--- src/rtl/bw_clk_cclk_div_nx.sv ---
// Multi-channel programmable clock divider with glitch-free divide/polarity reload.
// Define BW_CLK_DIV_SYNC_PLS_EN to add the per-channel sync_pls output.
module bw_clk_cclk_div_nx #(
    parameter int unsigned NCH = 4,
    parameter int unsigned DW  = 4
) (
    input  logic              rclk,
    input  logic              arst_l,
    input  logic [NCH-1:0]    en,
    input  logic [NCH-1:0]    div_ld,
    input  logic [NCH*DW-1:0] div_val,
    input  logic [NCH-1:0]    inv_sel,
    output logic [NCH-1:0]    clkout,
    output logic [NCH-1:0]    ld_ack
`ifdef BW_CLK_DIV_SYNC_PLS_EN
    ,
    output logic [NCH-1:0]    sync_pls
`endif
);

    typedef enum logic [1:0] {
        PARK   = 2'd0,
        RUN_HI = 2'd1,
        RUN_LO = 2'd2,
        STOP   = 2'd3
    } state_t;

    // Reset asserts asynchronously through the synchronizer flops, releases on rclk.
    logic [1:0] rst_sync_q;
    logic       rst_n;

    always_ff @(posedge rclk or negedge arst_l) begin
        if (!arst_l) rst_sync_q <= '0;
        else         rst_sync_q <= {rst_sync_q[0], 1'b1};
    end

    assign rst_n = rst_sync_q[1];

    for (genvar g = 0; g < NCH; g++) begin : g_ch
        state_t        st_q, st_d;
        logic [DW-1:0] cnt_q, cnt_d;
        logic [DW-1:0] dact_q, dact_d;
        logic [DW-1:0] dpend_q, dpend_d;
        logic          inv_q, inv_d;
        logic          invp_q, invp_d;
        logic          pend_q, pend_d;
        logic          clk_q, clk_d;
        logic          ack_q, ack_d;
        logic          act;
        logic          tc;
`ifdef BW_CLK_DIV_SYNC_PLS_EN
        logic          sync_q, sync_d;
`endif

        assign tc = (cnt_q == dact_q);

        always_comb begin
            st_d  = st_q;
            cnt_d = cnt_q;
            act   = 1'b0;
            case (st_q)
                PARK: begin
                    act = pend_q;
                    if (en[g]) begin
                        st_d  = RUN_HI;
                        cnt_d = '0;
                    end
                end
                // STOP is a high phase that parks at its end unless en returns.
                RUN_HI, STOP: begin
                    if (tc) begin
                        st_d  = en[g] ? RUN_LO : PARK;
                        cnt_d = '0;
                    end else begin
                        st_d  = en[g] ? RUN_HI : STOP;
                        cnt_d = cnt_q + DW'(1);
                    end
                end
                RUN_LO: begin
                    if (!en[g]) begin
                        st_d  = PARK;
                        cnt_d = '0;
                    end else if (tc) begin
                        st_d  = RUN_HI;
                        cnt_d = '0;
                        act   = pend_q;
                    end else begin
                        cnt_d = cnt_q + DW'(1);
                    end
                end
                default: begin
                    st_d  = PARK;
                    cnt_d = '0;
                end
            endcase

            dact_d  = act ? dpend_q : dact_q;
            inv_d   = act ? invp_q  : inv_q;
            // A new load on the activation cycle stays pending behind the one activating.
            pend_d  = div_ld[g] ? 1'b1 : (act ? 1'b0 : pend_q);
            dpend_d = div_ld[g] ? div_val[g*DW +: DW] : dpend_q;
            invp_d  = div_ld[g] ? inv_sel[g] : invp_q;
            ack_d   = act;
            clk_d   = ((st_d == RUN_HI) || (st_d == STOP)) ^ inv_d;
`ifdef BW_CLK_DIV_SYNC_PLS_EN
            sync_d  = (st_d == RUN_HI) && ((st_q == PARK) || (st_q == RUN_LO));
`endif
        end

        always_ff @(posedge rclk or negedge rst_n) begin
            if (!rst_n) begin
                st_q    <= PARK;
                cnt_q   <= '0;
                dact_q  <= '0;
                dpend_q <= '0;
                inv_q   <= 1'b0;
                invp_q  <= 1'b0;
                pend_q  <= 1'b0;
                clk_q   <= 1'b0;
                ack_q   <= 1'b0;
`ifdef BW_CLK_DIV_SYNC_PLS_EN
                sync_q  <= 1'b0;
`endif
            end else begin
                st_q    <= st_d;
                cnt_q   <= cnt_d;
                dact_q  <= dact_d;
                dpend_q <= dpend_d;
                inv_q   <= inv_d;
                invp_q  <= invp_d;
                pend_q  <= pend_d;
                clk_q   <= clk_d;
                ack_q   <= ack_d;
`ifdef BW_CLK_DIV_SYNC_PLS_EN
                sync_q  <= sync_d;
`endif
            end
        end

        assign clkout[g] = clk_q;
        assign ld_ack[g] = ack_q;
`ifdef BW_CLK_DIV_SYNC_PLS_EN
        assign sync_pls[g] = sync_q;
`endif
    end

endmodule
--- config.mk ---
export PLATFORM = sky130hd
export DESIGN_NAME = bw_clk_cclk_div_nx
export DESIGN_NICKNAME = d
export VERILOG_FILES = /design/src/rtl/bw_clk_cclk_div_nx.sv
export SDC_FILE = /design/constraint.sdc
export NUM_CORES = 1
export LEC_CHECK = 0
export BUFFER_PORTS_ARGS = -buffer_cell sky130_fd_sc_hd__buf_2
export CELL_PAD_IN_SITES_DETAIL_PLACEMENT = 0
export CELL_PAD_IN_SITES_GLOBAL_PLACEMENT = 1
export CORE_ASPECT_RATIO = 0.75
export CORE_UTILIZATION = 39
export DETAILED_ROUTE_END_ITERATION = 6
export HOLD_SLACK_MARGIN = 0.03
export PLACE_DENSITY = 0.77
export SETUP_SLACK_MARGIN = 0.02
export SYNTH_ARGS = -nofsm -noshare
export SYNTH_HDL_FRONTEND = slang
export SYNTH_SLANG_ARGS = --single-unit
--- constraint.sdc ---
create_clock -name rclk -period 2.9 [get_ports rclk]
set_input_delay 0.29 -clock rclk [delete_from_list [all_inputs] [get_ports rclk]]
set_output_delay 0.29 -clock rclk [all_outputs]
set_load 0.02 [all_outputs]
==> results of run 1 <==
[placed cells by master (no fill, tap or decap), types with 4 or more instances in the layout]
master,Yosys,layout
a21oi_1,6,6
a22o_1,8,8
buf_2,0,37
clkbuf_16,0,9
dfrtp_1,78,77
ha_1,4,4
inv_1,6,6
mux2_2,36,36
mux2i_1,7,7
nand2_1,14,14
nand2b_1,9,9
nand3_1,4,4
nor2_1,7,7
nor2b_1,7,7
nor3_1,7,7
nor4_4,4,4
o21ai_0,16,16
o31ai_1,5,5
xnor2_1,4,4
xor2_1,20,20
[repair_timing]
item	4_1_cts	5_1_grt
resized for setup	0	0
hold buffers	1	0
hold endpoints to repair	2	0
[sequential cells by signal, summed over array words and instances (netlist names)]
register / count
g_ch.clk_q: 4
g_ch.dact_q: 16
g_ch.dpend_q: 16
rst_sync_q: 2
g_ch.cnt_q: 16
g_ch.st_q: 8
g_ch.pend_q: 4
g_ch.ack_q: 4
g_ch.inv_q: 4
g_ch.invp_q: 4
[stage by stage]
stage	utilization, %	power, mW
after floorplan	-	3.19
final	47.3	4.57
after global routing	47.3	4.91
after detailed placement	43.7	3.47
after CTS	47.3	4.63
after global placement	43.7	3.41
[where the power goes]
| part | switching, mW | internal (mW) | total, mW |
|---|---|---|---|
| Combinational | 0.817 | 0.756 | 1.57 |
| Clock | 0.439 | 0.690 | 1.13 |
| Sequential | 0.367 | 1.50 | 1.87 |
| Total | 1.62 | 2.94 | 4.57 |
[per-layer routing]
layer  vias to the layer above  part of all wire, %  track usage, %
li1                       1047                    -               -
met1                      1037                   50            18.5
met2                        41                   43            19.3
met3                         7                  4.9            5.92
met4                         0                  1.4            5.53
met5                         -                    0               0
[kinds of logic after synthesis]
group	after synthesis	share of synthesized area, %
DFF	78	55.6
and+or+nand+nor	59	10.6
AOI/OAI and AO/OA	50	9.80
muxes	43	13.5
xor gates and xnor gates	24	5.99
buffers and inverters	19	2.89
adders and majority gates	4	1.43
other	1	0.107
[worst max-delay path: stages, from the launching register on]
cell	delay, ns
dfrtp_1	0.43
xor2_1	0.19
nor4_4	0.49
nand2_1	0.13
a21oi_2	0.32
mux2_2	0.38
[worst paths after layout]
check                                           to  slack, ns  cells past startpoint
min in group asynchronous            rst_sync_q[1]       0.26                      2
worst max register to register   g_ch[2].dact_q[1]       0.85                      5
worst min-delay path                g_ch[0].invp_q       0.17                      3
max in group asynchronous       g_ch[0].dpend_q[0]       1.77                      0
worst min register to register       rst_sync_q[1]       0.35                      0
worst max-delay path             g_ch[2].dact_q[1]       0.85                      5
[final cells by class]
class / instances / area (µm²) / share of cell area (%)
Inverter: 6 / 22.5 / 0.554
Multi-Input combinational cell: 181 / 1460 / 35.8
Clock buffer: 11 / 243 / 5.97
Tap cell: 108 / 135 / 3.32
Timing Repair Buffer: 38 / 195 / 4.80
Clock inverter: 5 / 58.8 / 1.45
Sequential cell: 78 / 1960 / 48.1
[cells in the mapped netlist, drive strengths merged, types with 5 or more instances]
| master | count | area [µm²] |
|---|---|---|
| dfrtp | 78 | 1950 |
| mux2 | 36 | 405 |
| xor2 | 20 | 175 |
| o21ai | 18 | 90.1 |
| nand2 | 14 | 52.6 |
| a21oi | 9 | 56.3 |
| nand2b | 9 | 56.3 |
| nor2 | 9 | 43.8 |
| a22o | 8 | 70.1 |
| buf | 8 | 60.1 |
| mux2i | 7 | 70.1 |
| nor2b | 7 | 43.8 |
| nor3 | 7 | 35.0 |
| inv | 6 | 22.5 |
| clkbuf | 5 | 18.8 |
| o31ai | 5 | 37.5 |
==> run metrics, run 1 <==
status=complete, but fails checks; failing checks=DRC; ys flop type=dfrtp_1; worst hold slack=0.171 ns; filler cell count=771; clock skew=0.00925 ns; number of synthesized flops with an enable pin=0; Warnings, synthesis=0; crit path capture type=register; worst vdd ir=0.470 mV; Post-Synthesis Cells=278; Die Span X=112 µm; placed cells=410; Crit. Startpoint=g_ch[2].cnt_q[0]; flop and latch count out of synthesis=78; sequential-to-total area share from yosys stat=55.6%; grt total ovfl=0; Max Cap Viol=0; Die Ht=84.2 µm; layout cells sized above 1=31.3%; Final TNS setup=0 ns; DRT Pass-1 Iters=6; Port Buffers=37; Setup CP Type=reg2reg; total die area=0.00939 mm²; Initial Util=40.8%; power per cell area=1120 mW/mm²; pre-CTS worst setup slack=0.852 ns; fin crit period=2.05 ns; Worst setup SP type=register; Layout area overhead=15.9%; initial antenna violation count=0; library cells used by synthesis=33; n_diodes=0; max frequency=487 MHz; Hold Crit Class=in2reg; leakage=1.79 nW; worst hold start=inv_sel[0]; Setup violations, final=0; gpl congestion=0.742; Syn Area/Cell=12.6 µm²; WL final=5770 µm; Critical Path AT=2.27 ns; Sink Count=78; global-route wire length before repair=9900 µm; largest net degree at the start of global routing=77; RSZ-0062 raised after global routing=false; clk buf depth=2; Hold Vio Cnt, Final=0; Pins Over Slew Limit=0; Async SR Flop Fraction=100%; final instance area=0.00407 mm²; worst-skew pair later-pin latency=0.34 ns; r2r startpoint=g_ch[2].cnt_q[0]; DR vias=2132; final-stage net count=348; Tot GR Track Use=13.7%; Slew @ Worst Pin=0.975 ns; Final HPWL DP=3950 µm; Vias/cell=4.99; clock slew at reported path FFs=0.06 ns; core area=0.00860 mm²; worst path required time=3.12 ns; H-tree depth=3; antenna viol nets, final=0; Root Buffer=clkbuf_16; IO Count=38; Post-CTS Setup Repair Bufs=0; row cnt=29; Detailed Route Iter0 Violations=83; final period utilization=70.8%; routed length per instance=13.5 µm; syn_nets=312; drc violations=5; Mapped Area=0.00351 mm²; vias in the first global route=2068; crit path max fanout=9; Final Non-Filler Cells=427; post-placement cell area=0.00375 mm²; CTS buffer count=9; relative slew slack=35.0%; TritonCTS clock tree=built; worst setup margin=0.848 ns
Note: power is estimated with default switching activity, not from simulation.
==> inputs of run 2 (changes only) <==
Settings changed: ABC_AREA from default to 1, PLACE_DENSITY 0.77 to 0.81.
Clock period 2.9 ns to 2.1 ns, I/O delays scaled along.
==> run 2 against run 1 <==
The flow now finishes without violations. Clock-buffer cell count fell by 1. First-iteration DRC count rose by 49%. Design area rose by 5.3%. Worst hold slack got worse by 0.090 ns. Non-clock buffer count rose by 2. Die area rose by 6.3%. Via count rose by 30%. Total power rose by 38%. Maximum frequency rose by 40%. Register-to-register slack got worse by 0.22 ns. Clock skew fell by 0.0016 ns. Highest routed layer unchanged. Worst setup slack got worse by 0.22 ns.
==> run metrics, run 2 <==
worst vdd ir=0.662 mV (was 0.470 mV); IO Count=38 (unchanged); Post-CTS Setup Repair Bufs=0 (unchanged); final-stage net count=520 (was 348); Die Ht=86.8 µm (was 84.2 µm); antenna viol nets, final=0 (unchanged); clk buf depth=2 (unchanged); Final TNS setup=0 ns (unchanged); largest net degree at the start of global routing=43 (was 77); Initial Util=40.8% (about the same); WL final=6850 µm (was 5770 µm); crit path max fanout=11 (was 9); Detailed Route Iter0 Violations=124 (was 83); Setup violations, final=0 (unchanged); Post-Synthesis Cells=451 (was 278); max frequency=681 MHz (was 487 MHz); Final HPWL DP=4920 µm (was 3950 µm); grt total ovfl=0 (unchanged); Synth top area share=52.2% (was 55.6%); library cells used by synthesis=27 (was 33); worst hold slack=0.0809 ns (was 0.171 ns); Syn Area/Cell=8.29 µm² (was 12.6 µm²); r2r startpoint=g_ch[2].cnt_q[0] (unchanged); Pwr Total=6.31 mW (was 4.57 mW); R2R depth=10 (was 5); worst-skew pair later-pin latency=0.33 ns (was 0.34 ns); vias in the first global route=2682 (was 2068); Sink Count=78 (unchanged); top cells by area, synth=dfrtp_1 52%, nand2_1 13%, inv_1 7.8% (was dfrtp_1 56%, mux2_2 12%, xor2_1 5.0%); fin crit period=1.47 ns (was 2.05 ns); Critical Path AT=1.74 ns (was 2.27 ns); top-count cell post-synth=nand2_1 (was dfrtp_1); flop and latch count out of synthesis=78 (unchanged); commonest non-fill, non-tap cell in the layout=nand2_1 (was dfrtp_1); H-tree depth=3 (unchanged); CTS buffer count=9 (unchanged); worst path required time=2.37 ns (was 3.12 ns); Setup CP Type=reg2reg (unchanged); gpl congestion=0.855 (was 0.742); Mapped Area=0.00374 mm² (was 0.00351 mm²); worst hold start=div_val[12] (was inv_sel[0]); Synth area leader=dfrtp_1 (unchanged); Slew @ Worst Pin=0.564 ns (was 0.975 ns); Warnings, synthesis=0 (unchanged); hold worst-path end=g_ch[3].dpend_q[0] (was g_ch[0].invp_q); Max Cap Viol=0 (unchanged); number of synthesized flops with an enable pin=0 (unchanged); clock slew at reported path FFs=0.06 ns (about the same); Hold Vio Cnt, Final=0 (unchanged); routed length per instance=11.1 µm (was 13.5 µm); status=finished, final reports clean (was complete, but fails checks); n_diodes=0 (unchanged); relative slew slack=62.4% (was 35.0%); syn_nets=485 (was 312); Root Buffer=clkbuf_16 (unchanged); Layout area overhead=14.5% (was 15.9%); drc violations=0 (was 5); power per cell area=1470 mW/mm² (was 1120 mW/mm²); final period utilization=69.9% (was 70.8%); leakage=2.27 nW (was 1.79 nW); cell count of the worst hold path=3 (unchanged); layout cells sized above 1=17.8% (was 31.3%); Pins Over Slew Limit=0 (unchanged); DR vias=2772 (was 2132); R2R Setup Slk=0.63 ns (was 0.85 ns); ys flop type=dfrtp_1 (unchanged); sequential-to-total area share from yosys stat=52.2% (was 55.6%); Seq. cell area=0.00196 mm² (unchanged); global-route wire length before repair=12200 µm (was 9900 µm); total die area=0.00998 mm² (was 0.00939 mm²); Tot GR Track Use=15.9% (was 13.7%); Hold Crit Class=in2reg (unchanged); RSZ-0062 raised after global routing=false (unchanged); clock skew=0.00761 ns (was 0.00925 ns); Port Buffers=37 (unchanged); Async SR Flop Fraction=100% (unchanged); crit path capture type=register (unchanged); core area=0.00916 mm² (was 0.00860 mm²); row cnt=30 (was 29); most frequent cells in the layout=127 x nand2_1, 78 x inv_1, 77 x dfrtp_1, 37 x buf_2, 30 x nand3_1 (was 77 x dfrtp_1, 37 x buf_2, 36 x mux2_2, 20 x xor2_1, 16 x o21ai_0); Vias/cell=4.49 (was 4.99); Synth top cells by count=127 x nand2_1, 78 x dfrtp_1, 78 x inv_1, 30 x nand3_1, 29 x o21ai_0 (was 78 x dfrtp_1, 36 x mux2_2, 20 x xor2_1, 16 x o21ai_0, 14 x nand2_1); Largest regs=g_ch.cnt_q x16, g_ch.dact_q x16, g_ch.dpend_q x16 (unchanged); initial antenna violation count=0 (unchanged); Worst setup SP type=register (unchanged); TritonCTS clock tree=built (unchanged); Multi-input gate area=0.00135 mm² (was 0.00146 mm²); DRT Pass-1 Iters=4 (was 6); filler cell count=935 (was 771); worst r2r dst=g_ch[2].clk_q (was g_ch[2].dact_q[1]); Die Span X=115 µm (was 112 µm)
run 2: cell count changes after synthesis, sizes merged, moves of 8 or more:
cell,before,now
nand3,4,35
nand2b,9,0
o21ai,18,45
nor2,9,20
o22ai,0,9
mux2,36,2
xor2,20,3
nand2,14,138
inv,6,84
a22o,8,0
run 2: worst max-delay path by stage:
| stage | startpoint | end | slack, ns | cells after the start |
|---|---|---|---|---|
| CTS | g_ch[2].cnt_q[1] | g_ch[2].clk_q | 0.62 | 10 |
| global route | g_ch[2].cnt_q[3] | g_ch[2].clk_q | 0.47 | 10 |
| floorplan | rst_sync_q[1] | g_ch[0].ack_q | 0.78 | 0 |
| global placement | g_ch[2].cnt_q[1] | g_ch[2].clk_q | 0.63 | 10 |
| finish | g_ch[2].cnt_q[0] | g_ch[2].clk_q | 0.63 | 10 |
| detailed placement | g_ch[2].cnt_q[1] | g_ch[2].clk_q | 0.65 | 10 |
run 2: layer usage:
| metal | part of all wire, % | vias to the layer above | GRT usage [%] |
|---|---|---|---|
| met1 | 50 | 1279 | 20.6 |
| met2 | 45 | 27 | 25.0 |
| met5 | 0 | - | 0 |
| met4 | 1.2 | 0 | 6.38 |
| li1 | - | 1460 | - |
| met3 | 3.0 | 6 | 4.76 |
run 2: area by class of cell:
| type | count | share of cell area [%] |
|---|---|---|
| well taps | 128 | 3.74 |
| clock inverters | 5 | 1.17 |
| clock buffers | 10 | 5.58 |
| multi-input cells | 273 | 31.5 |
| flip-flops and latches | 78 | 45.7 |
| repair buffers | 40 | 4.91 |
| inverters | 84 | 7.37 |
run 2: cells by family after synthesis:
kind of cell / share of synthesized area (%)
AND/OR/NAND/NOR: 22.8
buffers and inverters: 11.7
XOR/XNOR: 1.64
adder cells (fa/ha/maj): 1.34
AO/OA/AOI/OAI: 9.64
other: 0.100
multiplexers: 0.603
flip-flops: 52.2
run 2: worst max-delay path: stages (launching register included):
cell	delay [ns]
dfrtp_1	0.43
inv_1	0.06
nand2_1	0.05
nand2_1	0.05
nor2_2	0.14
nand3_2	0.11
nand2_2	0.12
nand2_2	0.16
nand2_1	0.12
nand3_1	0.08
nand2_1	0.06
run 2: per-stage QoR:
| stage | utilization, % | cells | area (µm²) | setup slack, ns |
|---|---|---|---|---|
| global placement | 43.5 | 602 | 3980 | 0.626 |
| detailed placement | 43.5 | 602 | 3980 | 0.652 |
| global route | 46.7 | 618 | 4280 | 0.468 |
| floorplan | - | 451 | 3740 | 0.776 |
| CTS | 46.7 | 618 | 4280 | 0.623 |
| finish | 46.7 | 618 | 4280 | 0.632 |
run 2: what timing repair did:
| action | 4_1_cts | 5_1_grt |
|---|---|---|
| gates resized for setup | 0 | 0 |
| hold buffers | 1 | 0 |
| hold endpoints to repair | 2 | 0 |
run 2: power by group:
| part | switching (mW) | internal [mW] |
|---|---|---|
| Clock | 0.579 | 0.937 |
| Combinational | 1.47 | 0.884 |
| Sequential | 0.422 | 2.02 |
| Total | 2.47 | 3.84 |
==> inputs of run 3 (changes only) <==
Settings changed: ABC_AREA 1 to 0, PLACE_DENSITY 0.81 to 0.8.
Clock period 2.1 ns to 1.3 ns, I/O delays scaled along.
==> run 3 against run 2 <==
Critical path type unchanged. Maximum frequency fell by 17%. Sequential share of layout area down 7.1 points. Utilization grew 12 points. Combinational power grew to 2.7 times the previous value. Global-route usage up 0.79 points. The flow now finishes with violations (DRC, setup timing). Sequential cell count is the same. Largest cell class unchanged.
==> run metrics, run 3 (synthesis results as in run 1) <==
initial antenna violation count=0 (unchanged); TritonCTS clock tree=built (unchanged); Die Span X=112 µm (was 115 µm); commonest non-fill, non-tap cell in the layout=dfrtp_1 (was nand2_1); H-tree depth=3 (unchanged); worst path cell trace=xor2_2, nor4_4, nand2_1, a21oi_4, mux2_4 (was inv_1, nand2_1, nand2_1, nor2_2, nand3_2, nand2_2, nand2_2, nand2_1, nand3_1, nand2_1); crit path capture type=register (unchanged); Sink Count=78 (unchanged); Die Ht=84.2 µm (was 86.8 µm); vias in the first global route=2585 (was 2682); Setup violations, final=56 (was 0); WL final=7240 µm (was 6850 µm); gpl congestion=0.768 (was 0.855); Port Buffers=37 (unchanged); CTS buffer count=9 (unchanged); clock skew=0.00561 ns (was 0.00761 ns); worst vdd ir=0.895 mV (was 0.662 mV); placed cells=447 (was 602); final core utilization=59.0% (was 46.7%); Pins Over Slew Limit=0 (unchanged); drc violations=9 (was 0); Top Family by Delay on Critical Path=simple AND/OR/NAND/NOR gates (unchanged); clk buf depth=2 (unchanged); crit path buf inv count=0 (was 1); row cnt=29 (was 30); Final Non-Filler Cells=507 (was 618); CP max-delay cell=dfrtp_1 (unchanged); Multi-input gate area=0.00172 mm² (was 0.00135 mm²); antenna viol nets, final=0 (unchanged); max frequency=565 MHz (was 681 MHz); power per cell area=2530 mW/mm² (was 1470 mW/mm²); total die area=0.00939 mm² (was 0.00998 mm²); Vias/cell=4.86 (was 4.49); worst path required time=1.51 ns (was 2.37 ns); global-route wire length before repair=12200 µm (about the same); R2R depth=5 (was 10); cell count of the worst hold path=2 (was 3); Setup CP Type=reg2reg (unchanged); final period utilization=136% (was 69.9%); IO Count=38 (unchanged); core area=0.00860 mm² (was 0.00916 mm²); fin crit period=1.77 ns (was 1.47 ns); worst setup margin=-0.470 ns (was 0.632 ns); Largest regs=g_ch.cnt_q x16, g_ch.dact_q x16, g_ch.dpend_q x16 (unchanged); final-stage net count=428 (was 520); Detailed Route Iter0 Violations=134 (was 124); Layout area overhead=44.5% (was 14.5%); cell depth of the worst setup path=5 (was 10); DR vias=2464 (was 2772); status=complete, but fails checks (was finished, final reports clean); filler cell count=693 (was 935); Final TNS setup=-18.25 ns (was 0 ns); routed length per instance=14.3 µm (was 11.1 µm); most frequent cells in the layout=77 x dfrtp_1, 41 x buf_4, 37 x buf_2, 21 x dlygate4sd3_1, 19 x mux2_2 (was 127 x nand2_1, 78 x inv_1, 77 x dfrtp_1, 37 x buf_2, 30 x nand3_1); Worst setup SP type=register (unchanged); DRT Pass-1 Iters=6 (was 4); leakage=2.31 nW (was 2.27 nW); clock slew at reported path FFs=0.06 ns (about the same); RSZ-0062 raised after global routing=true (was false); slowest cell delay on critical path=0.41 ns (was 0.43 ns); largest net degree at the start of global routing=39 (was 43); Hold Vio Cnt, Final=0 (unchanged); Initial Util=40.8% (about the same); crit path max fanout=5 (was 11); worst-skew pair later-pin latency=0.33 ns (about the same); Seq. cell area=0.00196 mm² (unchanged); Tot GR Track Use=16.7% (was 15.9%); Final HPWL DP=4440 µm (was 4920 µm); Hold Crit Class=in2reg (unchanged); Root Buffer=clkbuf_16 (unchanged); grt total ovfl=0 (unchanged); failing checks=DRC, setup timing; n_diodes=0 (unchanged); layout cells sized above 1=46.9% (was 17.8%); Critical Path AT=1.98 ns (was 1.74 ns); Max Cap Viol=0 (unchanged)
## run 3: cell types whose count changed in the layout (fill, tap and decap cells not counted), sizes merged, moves of 27 or more
| cell | change |
|---|---|
| nand3 | -31 |
| inv | -78 |
| mux2 | +34 |
| nand2 | -124 |
| o21ai | -27 |
| buf | +58 |
## run 3: final timing paths
check                                       start                 end  slack [ns]
worst max-delay path            g_ch[2].dact_q[1]   g_ch[2].dact_q[2]       -0.47
worst min-delay path                    div_ld[0]      g_ch[0].invp_q        0.07
worst max register to register  g_ch[2].dact_q[1]   g_ch[2].dact_q[2]       -0.47
worst min register to register      rst_sync_q[1]  g_ch[0].dpend_q[3]        0.30
max in group asynchronous           rst_sync_q[1]       g_ch[2].inv_q        0.80
min in group asynchronous                  arst_l       rst_sync_q[1]        0.12
## run 3: power breakdown
group	switching [mW]	internal, mW
Sequential	0.714	3.35
Combinational	2.81	3.45
Clock	0.983	1.54
## run 3: area by class of cell
cell class,count,share of cell area [%]
sequential,78,38.6
tap,108,2.66
multi-input combinational,181,34.0
inverter,6,0.444
clock inverter,5,1.16
clock buffer,11,4.79
timing repair buffer,118,18.4
## run 3: routing by layer
metal | part of all wire, % | GRT usage [%] | vias to the layer above
li1 | - | - | 1189
met1 | 48 | 22.0 | 1223
met2 | 47 | 26.4 | 45
met3 | 3.5 | 5.42 | 7
met4 | 0.94 | 5.04 | 0
met5 | 0 | 0 | -
## run 3: repair_timing
item                                   CTS  global route
resized for setup                       50            18
endpoints found under the hold margin   22             0
hold buffers                            21             0
pin swaps                               28            17
setup endpoints to repair               55            56
setup buffers                           18             9
## run 3: per-stage QoR
step	hold WS (ns)	instance area (µm²)	setup WS (ns)	total power [mW]
finish	0.0706	5070	-0.470	12.8
global route	0.0804	5070	-0.532	13.7
CTS	0.0603	4940	-0.471	12.4
detailed placement	-0.0807	4110	-0.461	8.68
global placement	-0.0838	4110	-0.374	8.48
floorplan	-0.166	3560	-0.494	7.28
## run 3: worst reg2reg max path: stages, from the launching register on
cell	delay [ns]
dfrtp_1	0.41
xor2_2	0.20
nor4_4	0.30
nand2_1	0.13
a21oi_4	0.27
mux2_4	0.34
